[config.mk]
export PLATFORM = sky130hd
export DESIGN_NAME = core2wb_pipe
export DESIGN_NICKNAME = d
export VERILOG_FILES = /design/src/rtl/core2wb_pipe.sv
export SDC_FILE = /design/constraint.sdc
export NUM_CORES = 1
export LEC_CHECK = 0
export CAP_MARGIN = 20
export CORE_AREA = 2 2 83 85
export CTS_CLUSTER_SIZE = 14
export DETAILED_ROUTE_END_ITERATION = 7
export DIE_AREA = 0 0 85 87
export PLACE_DENSITY_LB_ADDON = 0.08
export REMOVE_ABC_BUFFERS = 1
export SLEW_MARGIN = 20
export SYNTH_ARGS = -nofsm -noshare
export SYNTH_HDL_FRONTEND = slang
export SYNTH_SLANG_ARGS = --single-unit
[constraint.sdc]
create_clock -name clk -period 3.8 [get_ports clk]
set_clock_uncertainty 0.15 [all_clocks]
set_input_delay 0.76 -clock clk [delete_from_list [all_inputs] [get_ports clk]]
set_output_delay 0.76 -clock clk [all_outputs]
set_load 0.01 [all_outputs]
[src/rtl/core2wb_pipe.sv]
// core2wb_pipe: pipelined bridge from an Ibex-style req/gnt/rvalid port to a
// Wishbone B4 pipelined master. Tracks up to MAX_OUTSTANDING granted but
// unacknowledged transfers, optionally registers the response, and aborts a
// hung bus cycle via an ack watchdog, answering every stranded grant with an
// error response so the core always sees exactly one response per grant.
module core2wb_pipe #(
    parameter int ADDR_W          = 32,
    parameter int DATA_W          = 32,
    parameter int MAX_OUTSTANDING = 4,
    parameter int RESP_REG        = 0,
    parameter int TIMEOUT         = 255
) (
    input  logic                clk,
    input  logic                rst_n,
    // core side
    input  logic                core_req,
    output logic                core_gnt,
    input  logic [ADDR_W-1:0]   core_addr,
    input  logic                core_we,
    input  logic [DATA_W/8-1:0] core_be,
    input  logic [DATA_W-1:0]   core_wdata,
    output logic                core_rvalid,
    output logic [DATA_W-1:0]   core_rdata,
    output logic                core_err,
    // wishbone side
    output logic                wb_cyc,
    output logic                wb_stb,
    output logic [ADDR_W-1:0]   wb_adr,
    output logic                wb_we,
    output logic [DATA_W/8-1:0] wb_sel,
    output logic [DATA_W-1:0]   wb_dat_m,
    input  logic [DATA_W-1:0]   wb_dat_s,
    input  logic                wb_ack,
    input  logic                wb_err,
    input  logic                wb_stall
);

    localparam int SEL_W = DATA_W / 8;
    localparam int CNT_W = $clog2(MAX_OUTSTANDING + 1);
    localparam int CTR_W = (TIMEOUT > 1) ? $clog2(TIMEOUT) : 1;

    // IDLE and RUN both accept requests; RUN just marks an open bus cycle.
    typedef enum logic [1:0] {
        S_IDLE  = 2'd0,
        S_RUN   = 2'd1,
        S_ABORT = 2'd2,
        S_DRAIN = 2'd3
    } state_t;

    state_t             state, state_nxt;
    logic [CNT_W-1:0]   cnt, cnt_nxt;
    logic [CNT_W-1:0]   pend, pend_nxt;
    logic [CTR_W-1:0]   ctr, ctr_nxt;

    logic               run_en;
    logic               stb_i, gnt_i, cyc_i;
    logic               bus_resp;
    logic               resp_hit;
    logic               timeout_hit;

    logic               rv_c, err_c;
    logic [DATA_W-1:0]  rdata_c;
    logic               rv_q, err_q;
    logic [DATA_W-1:0]  rdata_q;

    logic               rv_o, err_o;
    logic [DATA_W-1:0]  rdata_o;

    // Request path and response qualification. Kept free of rst_n so the
    // reset net only reaches flop reset pins; outputs are gated separately.
    always_comb begin
        run_en   = (state == S_IDLE) || (state == S_RUN);
        stb_i    = run_en && core_req && (cnt < CNT_W'(MAX_OUTSTANDING));
        gnt_i    = stb_i && !wb_stall;
        cyc_i    = run_en && (stb_i || (cnt != '0));
        bus_resp = wb_ack || wb_err;
        // A response with nothing outstanding and nothing granted is stray.
        resp_hit = cyc_i && bus_resp && ((cnt != '0) || gnt_i);
    end

    // Watchdog trip: ctr has already counted TIMEOUT-1 silent cycles and
    // this cycle is silent too.
    always_comb begin
        timeout_hit = 1'b0;
        if (TIMEOUT != 0 && run_en && cnt != '0 && !bus_resp)
            timeout_hit = (ctr == CTR_W'(TIMEOUT - 1));
    end

    // Unregistered response: bus ack/err in RUN, synthetic errors in DRAIN.
    always_comb begin
        rv_c    = 1'b0;
        err_c   = 1'b0;
        rdata_c = '0;
        if (resp_hit) begin
            rv_c = 1'b1;
            if (wb_err) err_c = 1'b1;
            else        rdata_c = wb_dat_s;
        end else if (state == S_DRAIN) begin
            rv_c  = 1'b1;
            err_c = 1'b1;
        end
    end

    // Next-state logic for FSM, outstanding counter, drain counter, watchdog.
    always_comb begin
        state_nxt = state;
        cnt_nxt   = cnt;
        pend_nxt  = pend;
        ctr_nxt   = ctr;
        case (state)
            S_IDLE, S_RUN: begin
                cnt_nxt = cnt + CNT_W'(gnt_i) - CNT_W'(resp_hit);
                if (TIMEOUT == 0 || bus_resp || cnt == '0)
                    ctr_nxt = '0;
                else
                    ctr_nxt = ctr + CTR_W'(1);
                if (timeout_hit)
                    state_nxt = S_ABORT;
                else
                    state_nxt = cyc_i ? S_RUN : S_IDLE;
            end
            S_ABORT: begin
                // Bus is dropped; whatever was still in flight gets an error.
                pend_nxt  = cnt;
                cnt_nxt   = '0;
                ctr_nxt   = '0;
                state_nxt = S_DRAIN;
            end
            S_DRAIN: begin
                pend_nxt = pend - CNT_W'(1);
                if (pend <= CNT_W'(1))
                    state_nxt = S_IDLE;
            end
            default: state_nxt = S_IDLE;
        endcase
    end

    // State, counters.
    always_ff @(posedge clk or negedge rst_n) begin
        if (!rst_n) begin
            state <= S_IDLE;
            cnt   <= '0;
            pend  <= '0;
            ctr   <= '0;
        end else begin
            state <= state_nxt;
            cnt   <= cnt_nxt;
            pend  <= pend_nxt;
            ctr   <= ctr_nxt;
        end
    end

    // Optional one-cycle response register.
    always_ff @(posedge clk or negedge rst_n) begin
        if (!rst_n) begin
            rv_q    <= 1'b0;
            err_q   <= 1'b0;
            rdata_q <= '0;
        end else begin
            rv_q    <= rv_c;
            err_q   <= err_c;
            rdata_q <= rdata_c;
        end
    end

    // Output selection; rst_n forces every output low immediately.
    always_comb begin
        rv_o    = (RESP_REG != 0) ? rv_q    : rv_c;
        err_o   = (RESP_REG != 0) ? err_q   : err_c;
        rdata_o = (RESP_REG != 0) ? rdata_q : rdata_c;

        core_gnt    = rst_n && gnt_i;
        core_rvalid = rst_n && rv_o;
        core_err    = rst_n && rv_o && err_o;
        core_rdata  = (rst_n && rv_o) ? rdata_o : '0;

        wb_cyc   = rst_n && cyc_i;
        wb_stb   = rst_n && stb_i;
        wb_adr   = (rst_n && stb_i) ? core_addr  : '0;
        wb_we    = rst_n && stb_i && core_we;
        wb_sel   = (rst_n && stb_i) ? core_be    : SEL_W'(0);
        wb_dat_m = (rst_n && stb_i) ? core_wdata : '0;
    end

endmodule

==> results of run 1 <==
==> through the flow <==
| step | utilization | area [sq um] | total power [mW] |
|---|---|---|---|
| floorplan | - | 1630 | 0.473 |
| global placement | 0.594 | 3900 | 0.836 |
| detailed placement | 0.594 | 3900 | 0.843 |
| CTS | 0.602 | 3960 | 0.995 |
| global route | 0.608 | 3990 | 1.07 |
| finish | 0.608 | 4000 | 0.994 |
==> power breakdown <==
part | internal, mW | leakage, nW | switching (mW)
clock network | 0.0918 | 0.0288 | 0.0563
registers | 0.194 | 0.196 | 0.0402
logic | 0.364 | 1.39 | 0.247
total | 0.650 | 1.62 | 0.344
==> final cells by class <==
type | instances | area share
diodes | 1 | 0.000626
inverters | 6 | 0.00564
flip-flops and latches | 16 | 0.100
clock buffers | 4 | 0.0138
well taps | 80 | 0.0251
repair buffers | 217 | 0.545
multi-input cells | 187 | 0.310
==> placed cells by master, fill, tap and decap left out, types with 2 or more instances in the layout <==
cell / synthesis / final
dlymetal6s2s_1: 0 / 2
clkbuf_8: 0 / 4
dfrtp_1: 16 / 16
o21a_1: 3 / 3
buf_4: 1 / 4
inv_1: 6 / 6
a21oi_1: 4 / 4
and3_1: 3 / 2
o31ai_1: 3 / 3
o211ai_1: 4 / 4
nand3_1: 6 / 6
nor2_1: 4 / 4
a31oi_1: 2 / 2
nor2b_1: 2 / 2
and3b_2: 0 / 3
o21ai_0: 10 / 10
ha_1: 6 / 6
nand2b_1: 4 / 4
nand2_1: 12 / 12
nor3b_1: 2 / 2
and2_1: 102 / 102
clkdlybuf4s50_1: 0 / 210
==> metal layers <==
metal / global-route usage / up-vias
met5: 0 / -
met4: 0.0476 / 4
met3: 0.103 / 12
met2: 0.376 / 92
met1: 0.248 / 1001
li1: - / 1149
==> flip-flops by register name (all words and copies together), names as in the netlist <==
signal,count
pend,3
cnt,3
state,2
ctr,8
==> logic make-up (layout without fill, tap and decap cells) <==
family | Yosys count | in the layout | synth area share
xor+xnor | 1 | 1 | 0.00511
compound gates | 30 | 30 | 0.114
flops | 16 | 16 | 0.234
buf+inv | 21 | 227 | 0.0621
mux | 1 | 1 | 0.00584
fa+ha+maj | 7 | 7 | 0.0555
simple gates | 145 | 148 | 0.524
other cells | 0 | 1 | 0
==> synth_stat cells, drive strengths merged, types with 2 or more instances <==
cell | count | area [sq um]
inv | 6 | 22.5
a21oi | 4 | 20.0
and2 | 102 | 638
a31oi | 2 | 12.5
and3 | 3 | 18.8
nand2b | 4 | 25.0
o31ai | 3 | 22.5
nor3b | 2 | 15.0
buf | 5 | 46.3
nor3 | 2 | 15.0
o21ai | 10 | 50.1
nand3 | 6 | 30.0
nor2b | 2 | 12.5
nor2 | 4 | 15.0
dfrtp | 16 | 400
clkbuf | 10 | 37.5
o21a | 3 | 22.5
o211ai | 4 | 30.0
nand2 | 12 | 45.0
nand3b | 2 | 27.5
ha | 6 | 75.1
==> final timing paths <==
kind,endpoint,cells past startpoint
setup / recovery,core_rdata[14],6
hold / removal,ctr[6],1
setup reg to reg,cnt[2],11
hold reg to reg,ctr[6],1
max in group asynchronous,state[1],2
min in group asynchronous,ctr[2],2
==> what timing repair did <==
| item | CTS | global route |
|---|---|---|
| setup buffers | 0 | 0 |
| hold endpoints to repair | 0 | 0 |
| setup endpoints to repair | 0 | 2 |
| resized for setup | 0 | 5 |
==> summary.txt, run 1 <==
Detailed routing
  – Routed wl met3: 929 um
  – Vias: between 2000 and 2500
  – Per-cell routed wire length: 17.1 um
  – Routed WL: between 8000 and 9000 um
  – DR top layer: met5
  – Initial DRC Count: 44
  – DRC: 0
  – Antenna-violating nets left: 0
  – TritonRoute pass-1 iters: 4
  – Vias per inst: between 4 and 5
  – Met1 Wirelength: approximately 3300 um
  – Met2 WL: 4330 um

CTS
  – CTS Buffer Depth: 2
  – Hold-fix buffers, CTS: 0
  – Clock net sink count: 16
  – Inserted Clock Buffers: 3
  – Clock Pin Slew Worst Setup and Hold Paths: around 0.060 ns
  – H-tree levels: 1
  – Clk Latency, worst-skew pair: between 0.2 and 0.3 ns
  – CTS tree: yes
  – Root Buffer: clkbuf_8

Timing
  – Worst Tran Pin Value: between 0.6 and 0.7 ns
  – Period utilization: 0.981
  – Endpoints failing hold: 0
  – Final setup violation count: 0
  – Final TNS setup: 0 ns
  – Final Critical Period: 3.73 ns
  – Fin Hold WS: approximately 0.35 ns
  – Peak Freq: 268 MHz
  – Worst rel slew slack: 0.580
  – Post-route setup slack: around 0.074 ns
  – Pins over their slew limit: 0

Critical path
  – WP data required: ~2.9 ns
  – CP Launch Type: input pin
  – Kind of cell adding the most delay to the critical path: buffers and inverters
  – Worst Setup SP: wb_ack
  – Critical path class: in2out
  – Crit path max fanout: 8
  – R2r startpoint: state[1]
  – Most frequent CP cell: clkdlybuf4s50_1
  – CP cell instances: clkdlybuf4s50_1, nor2_1, a211oi_2, and3b_2, and2_1, clkdlybuf4s50_1
  – Critical path arrival: about 2.8 ns
  – CP max stage cell: clkdlybuf4s50_1
  – Worst path buffer plus inverter count: 2
  – Setup crit end kind: primary output
  – Setup slack, reg-to-reg: between 1 and 1.5 ns
  – Slowest stage delay, CP: roughly 0.55 ns

Layout
  – Synth-to-layout area growth: 133%
  – Multi-input logic area: approximately 1200 sq um
  – Layout cells sized above 1: 0.0442
  – Final net count: approximately 550
  – Finished Layout Cells: roughly 510
  – Seq. cell area: around 400 sq um
  – # fillers: around 600

Placed design
  – Post-Place Setup Slack: 0.0664 ns
  – Final RePlAce weighted congestion: 0.776
  – PortBufs: between 200 and 250
  – Placed Instances: roughly 500
  – DP HPWL: 7260 um

Floorplan
  – Site Rows: 30
  – Starting Density: 0.261
  – Core area: ~6600 sq um
  – Die ar.: approximately 7400 sq um
  – Die height: roughly 87 um
  – Top Ports: 213
  – Die W: between 80 and 90 um

Logic synthesis
  – Syn Inst Count: approximately 220
  – Syn avg cell area: 7.75 sq um
  – Asr flop ratio synth: 1.00
  – Count of flip-flops with a built-in enable after synthesis: 0
  – Post-synthesis sequential area ratio: 0.234
  – Synth Register Bits: 16
  – Synth Cell Area: roughly 1700 sq um
  – Synth Warn #: 0
  – Post-synthesis cell type count: 38
  – Top_reg_cell synth: dfrtp_1

Power
  – Cell Pwr Density: 249 nW/um^2
  – Max IR drop VDD: ~0.27 mV
  – LEAKAGE: between 1.5 and 2 nW

Global route
  – GRT Total Usage: 0.219
  – Total grt overflow: 0
  – Vias in the first global route: 2225
  – First-pass GRT wire length: between 10000 and 15000 um
  – Antenna violations before repair: 3
  – Pin count of the biggest net entering global routing: just over 70

Outcome
  – Status: complete, no violations

Hold path
  – Hold Path Origin: ctr[6]
  – Min-delay worst type: reg2reg

Flow run
  – # Max-Cap Violations: 0
No activity file was read; power rests on OpenSTA's default activity.
==> inputs of run 2 (changes only) <==
==> constraint.sdc (replaced) <==
create_clock -name clk -period 4.3 [get_ports clk]
set_clock_uncertainty 0.15 [all_clocks]
set_input_delay 1.075 -clock clk [delete_from_list [all_inputs] [get_ports clk]]
set_output_delay 1.075 -clock clk [all_outputs]
set_load 0.01 [all_outputs]
==> summary.txt, run 2 (synthesized netlist as in run 1, its figures left out) <==
Layout
  – Final net count: 555 (was 545)
  – Synth-to-layout area growth: 140% (was 133%)
  – Layout cells sized above 1: 0.0682 (was 0.0442)
  – # fillers: 585 (was 604)
  – Top reg by flops: ctr (unchanged)
  – Max reg flops: 8 (unchanged)
  – Commonest non-fill, non-tap cell in the layout: clkdlybuf4s50_1 (unchanged)
  – Most frequent cells in the layout: clkdlybuf4s50_1 (194), and2_1 (102), dfrtp_1 (16), buf_4 (14), dlymetal6s2s_1 (13) (was clkdlybuf4s50_1 (210), and2_1 (102), dfrtp_1 (16), nand2_1 (12), o21ai_0 (10))
  – Post-Layout Inst Area: 4100 sq um (was 4000 sq um)
  – Fin util: 0.625 (was 0.608)
  – Diodes inserted: 0 (was 1)
  – Regs by FF count: ctr (8), cnt (3), pend (3) (unchanged)

Floorplan
  – Top Ports: 213 (unchanged)
  – Core area: 6570 sq um (unchanged)
  – Die ar.: 7400 sq um (unchanged)
  – Die height: 87 um (unchanged)
  – Starting Density: 0.261 (unchanged)
  – Die W: 85 um (unchanged)
  – Site Rows: 30 (unchanged)

Timing
  – Worst rel slew slack: 0.573 (was 0.580)
  – Period utilization: 0.995
  – Worst Tran Pin Value: 0.635 ns (was 0.625 ns)
  – Final Critical Period: approximately 4.3 ns
  – Peak Freq: 234 MHz
  – Pins over their slew limit: 0 (unchanged)
  – Final setup violation count: 0 (unchanged)
  – Endpoints failing hold: 0 (unchanged)

Detailed routing
  – DRC: 0 (unchanged)
  – Initial DRC Count: 87 (was 44)
  – DR top layer: met5 (unchanged)
  – Antenna-violating nets left: 0 (unchanged)
  – Vias per inst: 4.59 (was 4.42)
  – Met2 WL: 4470 um (was 4330 um)
  – Met1 Wirelength: 3500 um (was 3340 um)
  – Vias: 2386 (was 2258)
  – Routed WL: 9020 um (was 8740 um)
  – Per-cell routed wire length: 17.4 um (was 17.1 um)
  – TritonRoute pass-1 iters: 4 (unchanged)
  – Routed wl met3: 904 um (was 929 um)

Hold path
  – Hold path depth: 1 (unchanged)
  – Hold endpoint: ctr[6] (unchanged)
  – Hold Path Origin: ctr[6] (unchanged)
  – Min-delay worst type: reg2reg (unchanged)

Global route
  – Total grt overflow: 0 (unchanged)
  – GRT Total Usage: 0.229 (was 0.219)
  – Vias in the first global route: 2207 (was 2225)
  – Antenna violations before repair: 2 (was 3)
  – Pin count of the biggest net entering global routing: 42 (was 72)
  – First-pass GRT wire length: 13000 um (was 12600 um)

Outcome
  – Status: complete, no violations (unchanged)

Critical path
  – Worst path buffer plus inverter count: 2 (unchanged)
  – Setup slack, reg-to-reg: 1.52 ns (was 1.01 ns)
  – CP Launch Type: input pin (unchanged)
  – RR Endpoint: cnt[2] (unchanged)
  – R2r startpoint: state[1] (unchanged)
  – Worst Setup SP: core_req (was wb_ack)
  – CP cell instances: clkdlybuf4s50_1, nand2b_4, a211oi_4, and3b_2, and2_1, clkdlybuf4s50_1 (was clkdlybuf4s50_1, nor2_1, a211oi_2, and3b_2, and2_1, clkdlybuf4s50_1)
  – Most frequent CP cell: clkdlybuf4s50_1 (unchanged)
  – CP max stage cell: clkdlybuf4s50_1 (unchanged)
  – Setup crit end kind: primary output (unchanged)
  – Kind of cell adding the most delay to the critical path: buffers and inverters (unchanged)
  – Crit path max fanout: 7 (was 8)
  – Critical path arrival: 3.05 ns (was 2.82 ns)
  – R2R depth: 10 (was 11)
  – Critical path class: in2out (unchanged)
  – Slowest stage delay, CP: 0.55 ns (about the same)
  – WP data required: 3.07 ns (was 2.89 ns)

CTS
  – CTS Buffer Depth: 2 (unchanged)
  – Clock Pin Slew Worst Setup and Hold Paths: 0.07 ns (was 0.06 ns)
  – H-tree levels: 1 (unchanged)
  – CTS tree: yes (unchanged)
  – Clock net sink count: 16 (unchanged)
  – Inserted Clock Buffers: 3 (unchanged)
  – Root Buffer: clkbuf_8 (unchanged)
  – Clk Latency, worst-skew pair: 0.26 ns (was 0.25 ns)

Power
  – Pwr Total: 910 uW (was 994 uW)
  – LEAKAGE: 1.90 nW (was 1.62 nW)
  – Cell Pwr Density: 222 nW/um^2 (was 249 nW/um^2)
  – Max IR drop VDD: 0.231 mV (was 0.266 mV)

Placed design
  – PortBufs: 212 (unchanged)
  – Final RePlAce weighted congestion: 0.766 (was 0.776)
  – DP HPWL: 7370 um (was 7260 um)
  – Cell area after placement: 3930 sq um (was 3900 sq um)

Flow run
  – # Max-Cap Violations: 0 (unchanged)
==> run 2: repair_timing <==
item / 4_1_cts / 5_1_grt
setup buffers: 1 / 6
setup endpoints to repair: 32 / 27
hold buffers: 0 / 0
resized for setup: 9 / 14
pin swaps: 4 / 2
cloned: 3 / 0
==> run 2: worst max path at each step <==
stage	end	depth (start not counted)
after global placement	core_rdata[2]	6
after CTS	core_rdata[7]	6
after global routing	core_rdata[28]	6
final	core_rdata[15]	6
after detailed placement	core_rdata[2]	6
after floorplan	core_gnt	2
==> run 2: final cells by class <==
| cell class | count | area (sq um) | area share |
|---|---|---|---|
| timing repair buffer | 227 | 2270 | 0.554 |
| multi-input combinational | 187 | 1250 | 0.305 |
| sequential | 16 | 400 | 0.0976 |
| tap | 80 | 100 | 0.0244 |
| clock buffer | 4 | 55.1 | 0.0134 |
| inverter | 6 | 22.5 | 0.00549 |
==> run 2: where the power goes <==
group	switching, mW	internal, mW
clock	0.0578	0.0815
sequential	0.0341	0.171
combinational	0.229	0.336
==> run 2: through the flow <==
| stage | std cells | setup WS, ns | hold WS (ns) | setup TNS, ns |
|---|---|---|---|---|
| after global placement | 506 | -0.0543 | 0.329 | -0.243 |
| after floorplan | 206 | 0.785 | 0.302 | 0 |
| after global routing | 520 | -0.0264 | 0.368 | -0.191 |
| after detailed placement | 506 | -0.0473 | 0.326 | -0.627 |
| final | 520 | 0.0211 | 0.349 | 0 |
| after CTS | 514 | 0.00801 | 0.340 | 0 |
==> run 2: layer usage <==
layer / vias to the layer above / global-route usage
met1: 1105 / 0.286
met3: 11 / 0.0919
met4: 2 / 0.0620
met5: - / 0
met2: 103 / 0.368
li1: 1165 / -
==> inputs of run 3 (changes only) <==
--- a/config.mk
+++ b/config.mk
@@ -10,7 +10,7 @@
 export CTS_CLUSTER_SIZE = 14
 export DETAILED_ROUTE_END_ITERATION = 7
 export DIE_AREA = 0 0 85 87
-export PLACE_DENSITY_LB_ADDON = 0.08
+export PLACE_DENSITY = 0.85
 export REMOVE_ABC_BUFFERS = 1
 export SLEW_MARGIN = 20
 export SYNTH_ARGS = -nofsm -noshare
==> summary.txt, run 3 (synthesized netlist as in run 1, its figures left out) <==
Outcome
  – Status: complete, no violations (unchanged)

Detailed routing
  – DR top layer: met4 (was met5)
  – Antenna-violating nets left: 0 (unchanged)
  – Routed WL: 8220 um (was 9020 um)
  – Routed wl met3: 793 um (was 904 um)
  – DRC: 0 (unchanged)
  – Vias per inst: 4.55 (was 4.59)
  – Vias: 2342 (was 2386)
  – Per-cell routed wire length: 16.0 um (was 17.4 um)
  – Met2 WL: 4330 um (was 4470 um)
  – Met1 Wirelength: 2940 um (was 3500 um)
  – Initial DRC Count: 72 (was 87)
  – TritonRoute pass-1 iters: 4 (unchanged)

Power
  – Max IR drop VDD: 0.212 mV (was 0.231 mV)
  – P_int: 585 uW (was 589 uW)
  – Cell Pwr Density: 221 nW/um^2 (was 222 nW/um^2)
  – Clock power share: 0.150 (was 0.153)
  – LEAKAGE: 1.92 nW (was 1.90 nW)
  – Switching portion of total power: 0.350 (was 0.353)
  – Switch Pwr: 315 uW (was 321 uW)
  – Combinational share of power: 0.622 (was 0.621)
  – Seq pwr share: 0.229 (was 0.226)

Floorplan
  – Die W: 85 um (unchanged)
  – Die ar.: 7400 sq um (unchanged)
  – Starting Density: 0.261 (unchanged)
  – Core area: 6570 sq um (unchanged)
  – Die height: 87 um (unchanged)
  – Site Rows: 30 (unchanged)
  – Top Ports: 213 (unchanged)

CTS
  – Inserted Clock Buffers: 3 (unchanged)
  – H-tree levels: 1 (unchanged)
  – Clock Pin Slew Worst Setup and Hold Paths: 0.06 ns (was 0.07 ns)
  – Clk Latency, worst-skew pair: 0.25 ns (was 0.26 ns)
  – Clock net sink count: 16 (unchanged)
  – CTS tree: yes (unchanged)
  – CTS Buffer Depth: 2 (unchanged)
  – Root Buffer: clkbuf_8 (unchanged)
  – Hold-fix buffers, CTS: 0 (unchanged)

Critical path
  – Worst path buffer plus inverter count: 2 (unchanged)
  – CP cell instances: clkdlybuf4s50_1, nand2b_4, a211oi_4, and3b_2, and2_1, clkdlybuf4s50_1 (unchanged)
  – Critical path class: in2out (unchanged)
  – R2r startpoint: cnt[1] (was state[1])
  – Crit path max fanout: 7 (unchanged)
  – Most frequent CP cell: clkdlybuf4s50_1 (unchanged)
  – CP max stage cell: clkdlybuf4s50_1 (unchanged)
  – Setup crit end kind: primary output (unchanged)
  – WP data required: 3.07 ns (about the same)
  – Critical path arrival: 3.04 ns (was 3.05 ns)
  – CP Launch Type: input pin (unchanged)
  – Kind of cell adding the most delay to the critical path: buffers and inverters (unchanged)
  – Slowest stage delay, CP: 0.53 ns (was 0.55 ns)
  – Worst Setup SP: wb_stall (was core_req)

Layout
  – Diodes inserted: 0 (unchanged)
  – Post-Layout Inst Area: 4080 sq um (was 4100 sq um)
  – Finished Layout Cells: 515 (was 520)
  – Synth-to-layout area growth: 138% (was 140%)
  – Max reg flops: 8 (unchanged)
  – Regs by FF count: ctr (8), cnt (3), pend (3) (unchanged)
  – Final net count: 550 (was 555)
  – Most frequent cells in the layout: clkdlybuf4s50_1 (193), and2_1 (102), dlymetal6s2s_1 (17), dfrtp_1 (16), nand2_1 (12) (was clkdlybuf4s50_1 (194), and2_1 (102), dfrtp_1 (16), buf_4 (14), dlymetal6s2s_1 (13))
  – Fin util: 0.621 (was 0.625)
  – Commonest non-fill, non-tap cell in the layout: clkdlybuf4s50_1 (unchanged)
  – Layout cells sized above 1: 0.0575 (was 0.0682)
  – Top reg by flops: ctr (unchanged)

Global route
  – Vias in the first global route: 2260 (was 2207)
  – Pin count of the biggest net entering global routing: 72 (was 42)
  – GRT Total Usage: 0.208 (was 0.229)
  – Total grt overflow: 0 (unchanged)
  – First-pass GRT wire length: 12000 um (was 13000 um)
  – Antenna violations before repair: 0 (was 2)

Placed design
  – DP HPWL: 6530 um (was 7370 um)
  – Cell area after placement: 3900 sq um (was 3930 sq um)
  – PortBufs: 212 (unchanged)
  – Placed Instances: 503 (was 506)
  – Final RePlAce weighted congestion: 0.800 (was 0.766)

Timing
  – Period utilization: 0.992 (was 0.995)
  – Endpoints failing hold: 0 (unchanged)
  – Final Critical Period: 4.26 ns (was 4.28 ns)
  – Pins over their slew limit: 0 (unchanged)
  – Peak Freq: 234 MHz (about the same)
  – Final TNS setup: 0 ns (unchanged)
  – Worst Tran Pin Value: 0.693 ns (was 0.635 ns)
  – Worst rel slew slack: 0.538 (was 0.573)
  – Final setup violation count: 0 (unchanged)

Flow run
  – # Max-Cap Violations: 0 (unchanged)

Hold path
  – Hold Path Origin: ctr[6] (unchanged)
  – Min-delay worst type: reg2reg (unchanged)
run 3: cell count changes in the layout (fill, tap and decap cells not counted):
cell,change
buf_4,-5
clkdlybuf4s50_1,-1
dlygate4sd2_1,-3
dlymetal6s2s_1,+4
run 3: path summary, 6_finish.rpt:
check	endpoint	slack [ns]	depth (start not counted)
min in group asynchronous	state[0]	1.19	2
worst max register to register	cnt[2]	1.36	12
worst min-delay path	ctr[6]	0.37	1
max in group asynchronous	ctr[1]	2.61	2
worst max-delay path	core_rdata[13]	0.04	6
worst min register to register	ctr[6]	0.37	1
run 3: per-stage QoR:
stage | hold slack (ns) | total power [mW] | setup WS [ns]
final | 0.370 | 0.900 | 0.0353
after global routing | 0.378 | 0.949 | -0.0185
after CTS | 0.357 | 0.896 | 0.0433
after detailed placement | 0.341 | 0.747 | -0.0640
after global placement | 0.325 | 0.729 | 0.0321
after floorplan | 0.302 | 0.418 | 0.785
run 3: what timing repair did:
action,CTS,global route
endpoints found under the setup margin,26,26
pin swaps,4,2
cloned,3,0
resized for setup,6,18
buffers inserted,0,5
run 3: cell type report:
cell class	instances	area (sq um)
Timing Repair Buffer	222	2250
Inverter	6	22.5
Tap cell	80	100
Multi-Input combinational cell	187	1250
Clock buffer	4	55.1
Fill cell	548	2490
Sequential cell	16	400
run 3: per-layer routing:
metal / global-route usage / vias to the layer above
li1: - / 1151
met1: 0.231 / 1063
met2: 0.379 / 112
met3: 0.0768 / 16
met4: 0.0462 / 0
met5: 0 / -
run 3: power by group through the flow:
| stage | clock network, mW | logic (mW) | registers, mW |
|---|---|---|---|
| after CTS | 0.136 | 0.555 | 0.205 |
| after floorplan | 0 | 0.218 | 0.200 |
| after detailed placement | 0 | 0.538 | 0.208 |
| after global placement | 0 | 0.522 | 0.207 |
| final | 0.135 | 0.560 | 0.206 |
| after global routing | 0.142 | 0.598 | 0.209 |
